===== src/rtl/ahb_mem_arbiter.sv =====
// ahb_mem_arbiter: arbitrates IF and LS requesters onto one AHB-lite path to ROM (HSEL1) and RAM (HSEL2).
// Build option ARB_ROUND_ROBIN_EN: strict alternation on contention instead of LS priority with starvation guard.
module ahb_mem_arbiter #(
  parameter logic [31:0] ROM_BASE   = 32'h0000_0000,
  parameter logic [31:0] ROM_SIZE   = 32'h0000_1000,
  parameter logic [31:0] RAM_BASE   = 32'h1000_0000,
  parameter logic [31:0] RAM_SIZE   = 32'h0000_1000,
  parameter int unsigned STARVE_MAX = 3
) (
  input  logic        clk,
  input  logic        reset,
  input  logic        if_req,
  input  logic [31:0] if_addr,
  output logic        if_gnt,
  output logic [31:0] if_rdata,
  output logic        if_valid,
  output logic        if_err,
  input  logic        ls_req,
  input  logic        ls_write,
  input  logic [31:0] ls_addr,
  input  logic [31:0] ls_wdata,
  input  logic [2:0]  ls_size,
  input  logic        ls_signed,
  output logic        ls_gnt,
  output logic [31:0] ls_rdata,
  output logic        ls_valid,
  output logic        ls_err,
  output logic        HSEL1,
  output logic        HSEL2,
  output logic        muxsel,
  output logic [31:0] haddr,
  output logic [31:0] hwdata,
  output logic        hwrite,
  output logic [2:0]  hsize,
  output logic [3:0]  hprot,
  output logic        is_signed,
  input  logic [31:0] instruction,
  input  logic [31:0] load_out,
  input  logic        hready_inst,
  input  logic        hready_data,
  input  logic        hresp_inst,
  input  logic        hresp_data
);
  localparam logic [1:0] S_IDLE = 2'd0, S_ADDR = 2'd1, S_DATA = 2'd2, S_ERR = 2'd3;
  localparam logic [3:0] SMAX = 4'(STARVE_MAX);
  logic [1:0]  state_q, state_d;
  logic        own_ls_q, bad_q;
  logic [31:0] wdata_q, addr_sel, rdata_sel;
  logic        pick_ls, rom_hit, ram_hit, misalign, bad, ready, done;
`ifdef ARB_ROUND_ROBIN_EN
  logic        last_ls_q;
  assign pick_ls = ls_req & (~if_req | ~last_ls_q);
`else
  logic [3:0]  starve_q;
  assign pick_ls = ls_req & (~if_req | (starve_q != SMAX));
`endif
  assign addr_sel  = pick_ls ? ls_addr : if_addr;
  assign rom_hit   = (addr_sel & ~(ROM_SIZE - 32'd1)) == ROM_BASE;
  assign ram_hit   = (addr_sel & ~(RAM_SIZE - 32'd1)) == RAM_BASE;
  assign misalign  = (ls_size == 3'd1 & ls_addr[0]) | (ls_size == 3'd2 & |ls_addr[1:0]) | (ls_size > 3'd2);
  assign bad       = ~(rom_hit | ram_hit) | (pick_ls & (misalign | (ls_write & rom_hit)));
  assign ready     = HSEL2 ? hready_data : hready_inst;
  assign done      = (state_q == S_DATA & ready) | state_q == S_ERR;
  assign rdata_sel = bad_q ? 32'd0 : (muxsel ? load_out : instruction);
  // Next state: one address cycle, then a data phase that waits on the selected slave, or a one-cycle error
  always_comb begin
    state_d = state_q;
    case (state_q)
      S_IDLE:  state_d = (if_req | ls_req) ? S_ADDR : S_IDLE;
      S_ADDR:  state_d = bad_q ? S_ERR : S_DATA;
      S_DATA:  state_d = ready ? S_IDLE : S_DATA;
      default: state_d = S_IDLE;
    endcase
  end
  // Registered bus outputs: latched at grant, hwdata added for the data phase, all cleared on completion
  always_ff @(posedge clk or negedge reset) begin
    if (!reset) begin
      state_q   <= S_IDLE;
      own_ls_q  <= 1'b0;
      bad_q     <= 1'b0;
      wdata_q   <= '0;
      if_gnt    <= 1'b0;
      ls_gnt    <= 1'b0;
      if_valid  <= 1'b0;
      ls_valid  <= 1'b0;
      if_err    <= 1'b0;
      ls_err    <= 1'b0;
      if_rdata  <= '0;
      ls_rdata  <= '0;
      HSEL1     <= 1'b0;
      HSEL2     <= 1'b0;
      muxsel    <= 1'b0;
      haddr     <= '0;
      hwdata    <= '0;
      hwrite    <= 1'b0;
      hsize     <= '0;
      hprot     <= '0;
      is_signed <= 1'b0;
`ifdef ARB_ROUND_ROBIN_EN
      last_ls_q <= 1'b0;
`else
      starve_q  <= '0;
`endif
    end else begin
      state_q  <= state_d;
      if_gnt   <= 1'b0;
      ls_gnt   <= 1'b0;
      if_valid <= 1'b0;
      ls_valid <= 1'b0;
      if_err   <= 1'b0;
      ls_err   <= 1'b0;
      if (state_q == S_IDLE && (if_req | ls_req)) begin
        own_ls_q  <= pick_ls;
        bad_q     <= bad;
        wdata_q   <= ls_wdata;
        if_gnt    <= ~pick_ls;
        ls_gnt    <= pick_ls;
        HSEL1     <= ~bad & rom_hit;
        HSEL2     <= ~bad & ram_hit;
        muxsel    <= ~bad & ram_hit;
        haddr     <= addr_sel;
        hwrite    <= pick_ls & ls_write;
        hsize     <= pick_ls ? ls_size : 3'd2;
        hprot     <= {3'b000, pick_ls};
        is_signed <= pick_ls & ls_signed;
`ifdef ARB_ROUND_ROBIN_EN
        last_ls_q <= pick_ls;
`else
        if (!pick_ls) starve_q <= '0;
        else if (if_req) starve_q <= starve_q + 4'd1;
`endif
      end
      if (state_q == S_ADDR && !bad_q) hwdata <= wdata_q;
      if (done) begin
        if_valid  <= ~own_ls_q;
        ls_valid  <= own_ls_q;
        if_err    <= ~own_ls_q & (bad_q | (HSEL2 ? hresp_data : hresp_inst));
        ls_err    <= own_ls_q & (bad_q | (HSEL2 ? hresp_data : hresp_inst));
        if (own_ls_q) ls_rdata <= rdata_sel;
        else if_rdata <= rdata_sel;
        HSEL1     <= 1'b0;
        HSEL2     <= 1'b0;
        muxsel    <= 1'b0;
        haddr     <= '0;
        hwdata    <= '0;
        hwrite    <= 1'b0;
        hsize     <= '0;
        hprot     <= '0;
        is_signed <= 1'b0;
      end
    end
  end
endmodule


===== config.mk =====
export PLATFORM = sky130hd
export DESIGN_NAME = ahb_mem_arbiter
export DESIGN_NICKNAME = d
export VERILOG_FILES = /design/src/rtl/ahb_mem_arbiter.sv
export SDC_FILE = /design/constraint.sdc
export NUM_CORES = 1
export LEC_CHECK = 0
export BUFFER_PORTS_ARGS = -buffer_cell sky130_fd_sc_hd__buf_2
export CAP_MARGIN = 20
export CORE_MARGIN = 3
export CORE_UTILIZATION = 52
export DETAILED_ROUTE_END_ITERATION = 6
export PLACE_DENSITY = 0.83
export RECOVER_POWER = 50
export SLEW_MARGIN = 20
export SYNTH_ARGS = -nofsm -noshare
export SYNTH_HDL_FRONTEND = slang
export SYNTH_SLANG_ARGS = --single-unit

===== constraint.sdc =====
create_clock -name clk -period 5.32 [get_ports clk]
set_clock_uncertainty 0.1 [all_clocks]
set_input_delay 0.266 -clock clk [delete_from_list [all_inputs] [get_ports clk]]
set_output_delay 0.266 -clock clk [all_outputs]
set_load 0.02 [all_outputs]

==> results of run 1 <==
power by group through the flow:
stage | Combinational (W) | Clock, W | Sequential (W)
after floorplan | 0.00124 | 0 | 0.00288
after global placement | 0.00257 | 0 | 0.00238
after detailed placement | 0.00265 | 0 | 0.00240
after CTS | 0.00270 | 0.00123 | 0.00239
after global routing | 0.00279 | 0.00130 | 0.00249
final | 0.00257 | 0.00122 | 0.00241
timing repair:
item | CTS | global route
endpoints found under the hold margin | 92 | 0
hold buffers | 45 | 0
buffers inserted | 0 | 0
flip-flops by register name, summed over array words and instances (netlist names), 2 cells and up:
register / flops
haddr: 32
hsize: 3
hwdata: 32
if_rdata: 32
ls_rdata: 32
starve_q: 4
state_q: 2
wdata_q: 32
metal layers:
metal  up-vias  track usage (%)  share of wire, %
met5         -                0                 0
met4         0             12.5               4.0
met3        76             5.73               6.8
met2       345             47.9                52
met1      3232             30.9                38
li1       3162                -                 -
worst reg2reg max path, cell delays in order, from the launching register on:
cell and delay [ns]:
dfrtp_2 1.00, mux2_4 0.37, o21a_1 0.17, buf_4 0.26, nor2_1 0.65, a222oi_1 0.17, dlygate4sd3_1 0.63, inv_1 0.05
final timing paths:
path / start / to / slack (ns) / cells after the start
max reg2reg: muxsel / haddr[4] / 1.87 / 7
max in group clk: muxsel / haddr[4] / 1.87 / 7
min: ls_size[1] / hsize[1] / 0.02 / 3
min reg2reg: wdata_q[14] / wdata_q[14] / 0.38 / 2
min in group asynchronous: reset / ls_rdata[5] / 1.22 / 2
max: reset / if_rdata[8] / 1.83 / 3
cells by family after synthesis:
group	share of synthesized area, %
AOI/OAI and AO/OA	6.94
xor gates and xnor gates	0.111
adders and majority gates	0.159
buffers and inverters	3.87
DFF	57.8
muxes	16.7
other	0.0476
and+or+nand+nor	14.4
layout make-up:
| class | count | area, µm² | area share, % |
|---|---|---|---|
| well taps | 184 | 230 | 2.22 |
| multi-input cells | 490 | 3060 | 29.5 |
| flip-flops and latches | 182 | 4560 | 44.0 |
| clock buffers | 22 | 484 | 4.67 |
| clock inverters | 9 | 91.3 | 0.881 |
| repair buffers | 369 | 1920 | 18.5 |
| diodes | 2 | 5.00 | 0.0483 |
| inverters | 6 | 22.5 | 0.217 |
layout by cell type (no fill, tap or decap), types with 2 or more instances in the layout:
master         synthesis  final
a311oi_1               2      2
inv_1                  6      6
nor4_1                 8      8
conb_1                 1      3
nor3_2                 1      2
nand3_1               31     31
buf_4                  7      9
o21a_1                 2      2
a222oi_1               5      5
inv_6                  0      2
nor2_1                42     42
buf_2                 16    173
mux2_1                30     30
clkinvlp_4             0      3
clkbuf_8               0      4
clkinv_2               0      2
nand2_1              170    170
mux2_2                34     34
a21o_1                 4      4
a22o_1                 4      4
mux2i_1               58     58
a21oi_1               37     37
o21ai_0               30     30
dfrtp_1              182    181
a31oi_1                2      2
nor3_1                 9      8
clkbuf_1              21    143
dlygate4sd3_1          0     45
clkbuf_16              0     17
diode_2                0      2
stage by stage:
step	instance area, µm²	utilization [%]	std cells	hold WS [ns]
6_report	10400	70.5	1264	0.0248
5_1_grt	10400	70.5	1262	0.0320
4_1_cts	10500	71.7	1262	0.00457
3_5_place_dp	9520	64.7	1186	0.142
3_3_place_gp	9520	64.7	1186	0.141
2_1_floorplan	7890	-	729	-0.130
==> impl_metrics.tcl, run 1 <==
set metrics [dict create \
    outcome "complete, but fails checks" \
    violations "max-capacitance violations, max-slew violations" \
    worstPathRequired_ns 5.67 \
    crit_path_cell_trace "dlygate4sd3_1 -> clkbuf_1 -> buf_4" \
    ys.flop_type "dfrtp_1" \
    synth_edf_count 0 \
    synth-seq-area-share_pct 57.8 \
    vdd_ir_drop_max_mv 0.285 \
    netlist-cell-type-count 41 \
    cellLeakagePower_nw 5.06 \
    power_frac_clock_pct 19.7 \
    grt_pass1_wl_um 34800 \
    p_sw_share_pct 42.7 \
    slowest_delay_ns 2.03 \
    worst_ep_arrival_time_ns 3.84 \
    area_growth_syn_to_layout_pct 31.5 \
    finalWirelength_um 22600 \
    drt_iter0_markers 435 \
    first_pass_iters 5 \
    synthArstFlopShare_pct 100 \
    cts_made_buffers 17 \
    synth_top_area_cell "dfrtp_1" \
    cap_violations 1 \
    drive_above_1_share_pct 23.9 \
    yosysMostFrequentCell "dfrtp_1" \
    powerDensity_nw_per_um2 598 \
    synth_seq_cells 182 \
    period_share_pct 65.6 \
    grt_max_degree 70 \
    finalWeightedCongestion 0.836 \
    drtAntennaViolNets 0 \
    cts_num_sinks 182 \
    track_usage_pct 26.9 \
    h-tree-depth 4 \
    ys_top_cells_by_area "dfrtp_1 (58%), nand2_1 (8.1%), mux2i_1 (7.4%)" \
    die_h_um 129 \
    switchingPower_w 0.00265 \
    insertion_delay_ns 0.42 \
    initial_core_util_pct 53.6 \
    route.detailed.wl_per_inst_um 17.8 \
    gr-total-overflow 0 \
    synthTopCellsByCount "dfrtp_1 (182), nand2_1 (170), mux2i_1 (58), nor2_1 (42), a21oi_1 (37)" \
    core_um2 14700 \
    cp_top_family "buffers and inverters" \
    max_slew_margin_pct -92.2 \
    die-area_um2 16700 \
    grt_pass1_vias 6942 \
    post_cts_resized 0 \
    period_needed_ns 3.49 \
    yosys.area.top_type_share_pct 57.8 \
    tns_ns 0 \
    hold_viol 0 \
    die_x_um 129 \
    slew_viol_final 55 \
    row_count 44 \
    post-dp-hpwl_um 15200 \
    p_seq_share_pct 38.9 \
    power_w 0.00620 \
    p_int_w 0.00355 \
    startpoint_type "input port" \
    grt_antenna_before_repair 0 \
    cts_tree "yes" \
    critPathMaxFanout 69 \
    ys_warn_count 0 \
    worst_pin_slew_ns 2.88 \
    io_buffer_count 315 \
    cts_buffer_depth 2 \
    crit_path_end_kind "async pin" \
    syn-instance-count 727 \
    path_buf_inv 3 \
    final_nets 1240 \
    avgSynthCellArea_um2 10.8 \
    layout_setup_ws_ns 1.83 \
    route.detailed.drc 0 \
    rsz0062_at_grt "no" \
    max_freq_mhz 286 \
    finalSetupViolCount 0 \
    min_path_type "input port to register" \
    path_class "input port to async pin" \
    fillCellCount 1142 \
    syn-cell-area_um2 7880 \
    pre_cts_slack_ns 2.20 \
    cp_slowest_cell "clkbuf_1" \
    io_pins 319 \
    drt-vias-per-instance 5.39 \
    p_comb_share_pct 41.4 \
    root_buffer "clkbuf_16" \
    vias 6815 \
    path_clk_slew_ns 0.06 \
]
(Power assumes the default switching activity.)
==> inputs of run 2 (changes only) <==
--- a/config.mk
+++ b/config.mk
@@ -5,12 +5,13 @@
 export SDC_FILE = /design/constraint.sdc
 export NUM_CORES = 1
 export LEC_CHECK = 0
+export ABC_AREA = 1
 export BUFFER_PORTS_ARGS = -buffer_cell sky130_fd_sc_hd__buf_2
 export CAP_MARGIN = 20
 export CORE_MARGIN = 3
-export CORE_UTILIZATION = 52
+export CORE_UTILIZATION = 44
 export DETAILED_ROUTE_END_ITERATION = 6
-export PLACE_DENSITY = 0.83
+export PLACE_DENSITY = 0.75
 export RECOVER_POWER = 50
 export SLEW_MARGIN = 20
 export SYNTH_ARGS = -nofsm -noshare
==> constraint.sdc (replaced) <==
create_clock -name clk -period 2.8 [get_ports clk]
set_clock_uncertainty 0.1 [all_clocks]
set_input_delay 0.14 -clock clk [delete_from_list [all_inputs] [get_ports clk]]
set_output_delay 0.14 -clock clk [all_outputs]
set_load 0.02 [all_outputs]
==> impl_metrics.tcl, run 2 <==
set metrics [dict create \
    outcome "complete, but fails checks" \
    violations "max-capacitance violations, max-slew violations" \
    synth-simple-area-share_pct 17.3 \
    synthTopCellsByCount "nand2_1 (207), dfrtp_1 (182), nor2_1 (90), o21ai_0 (73), mux2_2 (63)" \
    period_share_pct 93.1 \
    worst_ep_arrival_time_ns 2.86 \
    vdd_ir_drop_max_mv 0.491 \
    gr-total-overflow 0 \
    ys_warn_count 0 \
    min_path_type "input port to register" \
    ys.flop_type "dfrtp_1" \
    synth_edf_count 0 \
    path_class "register to register" \
    avgSynthCellArea_um2 9.69 \
    drt_iter0_markers 363 \
    critPathMaxFanout 34 \
    route.detailed.drc 0 \
    syn-instance-count 813 \
    track_usage_pct 24.4 \
    ys_top_cells_by_area "dfrtp_1 (58%), nand2_1 (9.9%), mux2_2 (9.0%)" \
    synth.area.mux_share_pct 9.15 \
    grt_pass1_wl_um 38300 \
    slew_viol_final 70 \
    grt_antenna_before_repair 0 \
    regArea_um2 4550 \
    hold_viol 0 \
    cp_top_family "buffers and inverters" \
    synth-compound-area-share_pct 9.02 \
    layout_commonest_cell "nand2_1" \
    io_pins 319 \
    rsz0062_at_grt "yes" \
    crit_path_end_kind "register" \
    io_buffer_count 315 \
    h-tree-depth 4 \
    worstPathRequired_ns 3.05 \
    antennaDiodeCount 0 \
    drt-vias-per-instance 5.00 \
    multi_input_area_um2 2860 \
    die_h_um 140 \
    path_clk_slew_ns 0.06 \
    finalWirelength_um 24000 \
    grt_pass1_vias 7363 \
    grt_max_degree 71 \
    powerDensity_nw_per_um2 795 \
    synth-seq-area-share_pct 57.8 \
    synthArstFlopShare_pct 100 \
    fin_util_pct 63.0 \
    cts_num_sinks 182 \
    synth_seq_cells 182 \
    row_count 48 \
    initial_core_util_pct 45.2 \
    cellLeakagePower_nw 5.88 \
    cap_violations 1 \
    crit_path_cell_trace "ha_1 -> nand2_1 -> inv_2 -> nand2_4 -> nand2_4 -> inv_1 -> buf_4 -> o21ai_0 -> o21ai_0 -> dlygate4sd3_1" \
    max_slew_margin_pct -18.9 \
    yosysMostFrequentCell "nand2_1" \
    vias 7197 \
    synth_top_area_cell "dfrtp_1" \
    die_x_um 140 \
    drive_above_1_share_pct 25.3 \
    startpoint_type "register" \
    core_um2 17400 \
    finalWeightedCongestion 0.852 \
    max_freq_mhz 384 \
    route.detailed.wl_per_inst_um 16.7 \
    netlist-cell-type-count 32 \
    cts_buffer_depth 2 \
    slowest_delay_ns 0.57 \
    worst_pin_slew_ns 1.78 \
    period_needed_ns 2.61 \
    cts_made_buffers 17 \
    cts_setup_buffers 0 \
    drtAntennaViolNets 0 \
    synthXorXnorAreaFrac_pct 0.222 \
    finalSetupViolCount 0 \
    yosys.area.top_type_share_pct 57.8 \
    syn-cell-area_um2 7880 \
    fillCellCount 1493 \
    die-area_um2 19500 \
    path_buf_inv 4 \
    tns_ns 0 \
    mostFrequentLayoutCells "nand2_1 (207), dfrtp_1 (182), buf_2 (176)" \
    first_pass_iters 6 \
    cts_tree "yes" \
    whs_ns 0.0189 \
    root_buffer "clkbuf_16" \
    cp_slowest_cell "dlygate4sd3_1" \
    synth_top_family_by_area "simple AND/OR/NAND/NOR gates" \
    area_growth_syn_to_layout_pct 39.2 \
    insertion_delay_ns 0.42 \
    synthAdderAreaFrac_pct 0.159 \
    power_w 0.00872 \
    post-dp-hpwl_um 16600 \
    final_nets 1375 \
]
[run 2: report_power, final]
group	switching [W]	total [W]	internal, W
Sequential	0.000311	0.00348	0.00317
Combinational	0.00170	0.00260	0.000896
Clock	0.00104	0.00264	0.00160
[run 2: layout make-up]
type / instances / share of cell area [%]
tap: 225 / 2.57
sequential: 182 / 41.5
clock buffer: 18 / 3.91
multi-input combinational: 520 / 26.1
inverter: 66 / 2.26
timing repair buffer: 414 / 21.6
clock inverter: 13 / 1.99
[run 2: path summary, 6_finish.rpt]
path | start | endpoint | slack, ns | cells after the start
min reg2reg | wdata_q[22] | wdata_q[22] | 0.38 | 2
min | ls_addr[19] | haddr[19] | 0.02 | 4
max reg2reg | starve_q[0] | haddr[5] | 0.19 | 10
max in group asynchronous | reset | wdata_q[21] | 0.63 | 3
max | starve_q[0] | haddr[5] | 0.19 | 10
min in group asynchronous | reset | haddr[25] | 0.64 | 2
[run 2: what timing repair did]
action	in CTS	in global routing
gates resized for setup	0	1
setup endpoints to repair	0	1
hold buffers	82	0
endpoints found under the hold margin	132	0
[run 2: metal layers]
| metal | wire [µm] | track usage, % | share of wire (%) |
|---|---|---|---|
| met1 | 9550 | 30.0 | 40 |
| met2 | 11700 | 40.9 | 49 |
| met3 | 1990 | 7.32 | 8.3 |
| met4 | 696 | 8.98 | 2.9 |
| met5 | 0 | 0 | 0 |
[run 2: worst register-to-register path, cell delays in order (launching register included)]
cell and delay [ns]:
dfrtp_1 0.40, ha_1 0.22, nand2_1 0.08, inv_2 0.04
nand2_4 0.16, nand2_4 0.24, inv_1 0.28, buf_4 0.21
o21ai_0 0.08, o21ai_0 0.16, dlygate4sd3_1 0.57
[run 2: per-stage QoR]
step	cells	worst slack (ns)	area [µm²]
2_1_floorplan	815	0.840	7880
4_1_cts	1438	0.0224	11100
5_1_grt	1438	-0.0223	11000
3_5_place_dp	1325	0.473	9680
3_3_place_gp	1325	0.540	9680
6_report	1438	0.194	11000
[run 2: logic make-up after synthesis]
kind of cell / Yosys count
simple gates: 331
compound gates: 119
flops: 182
xor+xnor: 2
mux: 64
other cells: 1
fa+ha+maj: 1
buf+inv: 113
==> inputs of run 3 (changes only) <==
--- a/config.mk
+++ b/config.mk
@@ -9,9 +9,9 @@
 export BUFFER_PORTS_ARGS = -buffer_cell sky130_fd_sc_hd__buf_2
 export CAP_MARGIN = 20
 export CORE_MARGIN = 3
-export CORE_UTILIZATION = 44
+export CORE_UTILIZATION = 49
 export DETAILED_ROUTE_END_ITERATION = 6
-export PLACE_DENSITY = 0.75
+export PLACE_DENSITY = 0.79
 export RECOVER_POWER = 50
 export SLEW_MARGIN = 20
 export SYNTH_ARGS = -nofsm -noshare
==> constraint.sdc (replaced) <==
create_clock -name clk -period 2.5 [get_ports clk]
set_clock_uncertainty 0.1 [all_clocks]
set_input_delay 0.125 -clock clk [delete_from_list [all_inputs] [get_ports clk]]
set_output_delay 0.125 -clock clk [all_outputs]
set_load 0.02 [all_outputs]
==> impl_metrics.tcl, run 3 (synthesis gave the netlist of run 2 again) <==
set metrics [dict create \
    route.detailed.drc 0 \
    io_pins 319 \
    power_frac_clock_pct 27.9 \
    row_count 45 \
    finalWirelength_um 24600 \
    die_x_um 133 \
    max_slew_margin_pct 7.09 \
    r2r_cells 10 \
    wl_met3_um 1840 \
    p_int_w 0.00601 \
    finalWeightedCongestion 0.825 \
    vdd_ir_drop_max_mv 0.571 \
    route.detailed.wl_per_inst_um 17.2 \
    grt_pass1_vias 7453 \
    wl_met1_um 9650 \
    p_seq_share_pct 41.8 \
    pre_cts_slack_ns 0.286 \
    rsz0062_at_grt "no" \
    worst_ep_arrival_time_ns 2.58 \
    crit_path_end_kind "register" \
    mostFrequentLayoutCells "buf_2 (221), nand2_1 (207), dfrtp_1 (182)" \
    drive_above_1_share_pct 28.6 \
    root_buffer "clkbuf_16" \
    outcome "finished, final reports clean" \
    worst_pin_slew_ns 1.39 \
    switchingPower_w 0.00339 \
    r2r_start "starve_q[1]" \
    core_um2 15500 \
    antennaDiodeCount 0 \
    crit_path_cell_trace "ha_1 -> nand2_1 -> inv_2 -> nand2_4 -> nand2_4 -> inv_1 -> buf_4 -> nor2_1 -> nand2_1 -> nand3_1" \
    cap_violations 0 \
    path_class "register to register" \
    p_sw_share_pct 36.0 \
    period_share_pct 93.1 \
    r2r_slack_ns 0.17 \
    min_path_type "input port to register" \
    hold_path_startpoint "ls_addr[29]" \
    final_nets 1383 \
    power_w 0.00940 \
    gr-total-overflow 0 \
    io_buffer_count 315 \
    powerDensity_nw_per_um2 853 \
    vias 7326 \
    die-area_um2 17600 \
    cts_setup_buffers 0 \
    period_needed_ns 2.33 \
    slew_viol_final 0 \
    drt_iter0_markers 459 \
    first_pass_iters 5 \
    drt-vias-per-instance 5.11 \
    post-dp-hpwl_um 16000 \
    min_to "haddr[29]" \
    cp_slowest_cell "nor2_1" \
    cellLeakagePower_nw 6.05 \
    layout_setup_ws_ns 0.171 \
    top_layer "met4" \
    initial_core_util_pct 50.9 \
    max_freq_mhz 429 \
    track_usage_pct 28.0 \
    grt_pass1_wl_um 38900 \
    whs_path_depth 3 \
    layout_commonest_cell "buf_2" \
    fillCellCount 1173 \
    drtAntennaViolNets 0 \
    slowest_delay_ns 0.48 \
    area_growth_syn_to_layout_pct 39.9 \
    grt_max_degree 70 \
    die_h_um 133 \
    rr_endpoint "haddr[3]" \
    cts_tree "yes" \
    finalSetupViolCount 0 \
    hold_viol 0 \
    p_comb_share_pct 30.3 \
    tns_ns 0 \
    h-tree-depth 4 \
    worstPathRequired_ns 2.76 \
    critPathMaxFanout 34 \
    cts_made_buffers 17 \
    startpoint_type "register" \
    insertion_delay_ns 0.43 \
    dr_wl_met2_um 12200 \
    cts_buffer_depth 2 \
    grt_antenna_before_repair 0 \
    cts_num_sinks 182 \
    path_clk_slew_ns 0.06 \
]
run 3: repair_timing:
action,4_1_cts,5_1_grt
hold buffers,91,0
gates resized for setup,0,0
endpoints found under the hold margin,124,0
run 3: power by group through the flow:
stage	clock (W)	sequential (W)	combinational [W]
5_1_grt	0.00278	0.00398	0.00312
4_1_cts	0.00266	0.00390	0.00287
3_3_place_gp	0	0.00393	0.00268
2_1_floorplan	0	0.00424	0.00141
6_report	0.00262	0.00393	0.00285
3_5_place_dp	0	0.00394	0.00274
run 3: worst max path at each step:
stage	slack, ns	cells past startpoint	end	startpoint
after floorplan	0.54	8	ls_rdata[10]	muxsel
after global placement	0.34	10	haddr[1]	starve_q[0]
after detailed placement	0.29	10	haddr[1]	starve_q[0]
after CTS	0.27	10	haddr[1]	starve_q[0]
after global routing	0.02	10	haddr[3]	starve_q[0]
final	0.17	10	haddr[3]	starve_q[1]
run 3: area by class of cell:
| cell class | count | area (µm²) | area share [%] |
|---|---|---|---|
| clock buffers | 20 | 447 | 4.06 |
| flip-flops and latches | 182 | 4550 | 41.3 |
| multi-input cells | 520 | 2860 | 26.0 |
| clock inverters | 12 | 126 | 1.15 |
| well taps | 211 | 264 | 2.40 |
| repair buffers | 422 | 2520 | 22.8 |
| inverters | 66 | 248 | 2.25 |
run 3: worst max-delay path, delay by kind of cell (launching register included):
family / cells / cell delay [ns]
fa+ha+maj: 1 / 0.18
buf+inv: 3 / 0.39
simple gates: 6 / 1.20
flops: 1 / 0.38
run 3: stage by stage:
stage,hold WS (ns),std cells,cell area (µm²),util [%]
floorplan,-0.271,815,7880,-
global placement,0.0280,1310,9680,62.5
detailed placement,0.0251,1310,9680,62.5
CTS,0.000513,1433,11200,72.1
global route,0.0220,1433,11000,71.1
finish,0.0133,1433,11000,71.1
run 3: routing by layer:
layer | vias to the layer above | GRT usage, %
met5 | - | 0
met4 | 0 | 12.2
met2 | 386 | 47.5
met3 | 69 | 7.11
met1 | 3464 | 33.9
li1 | 3407 | -
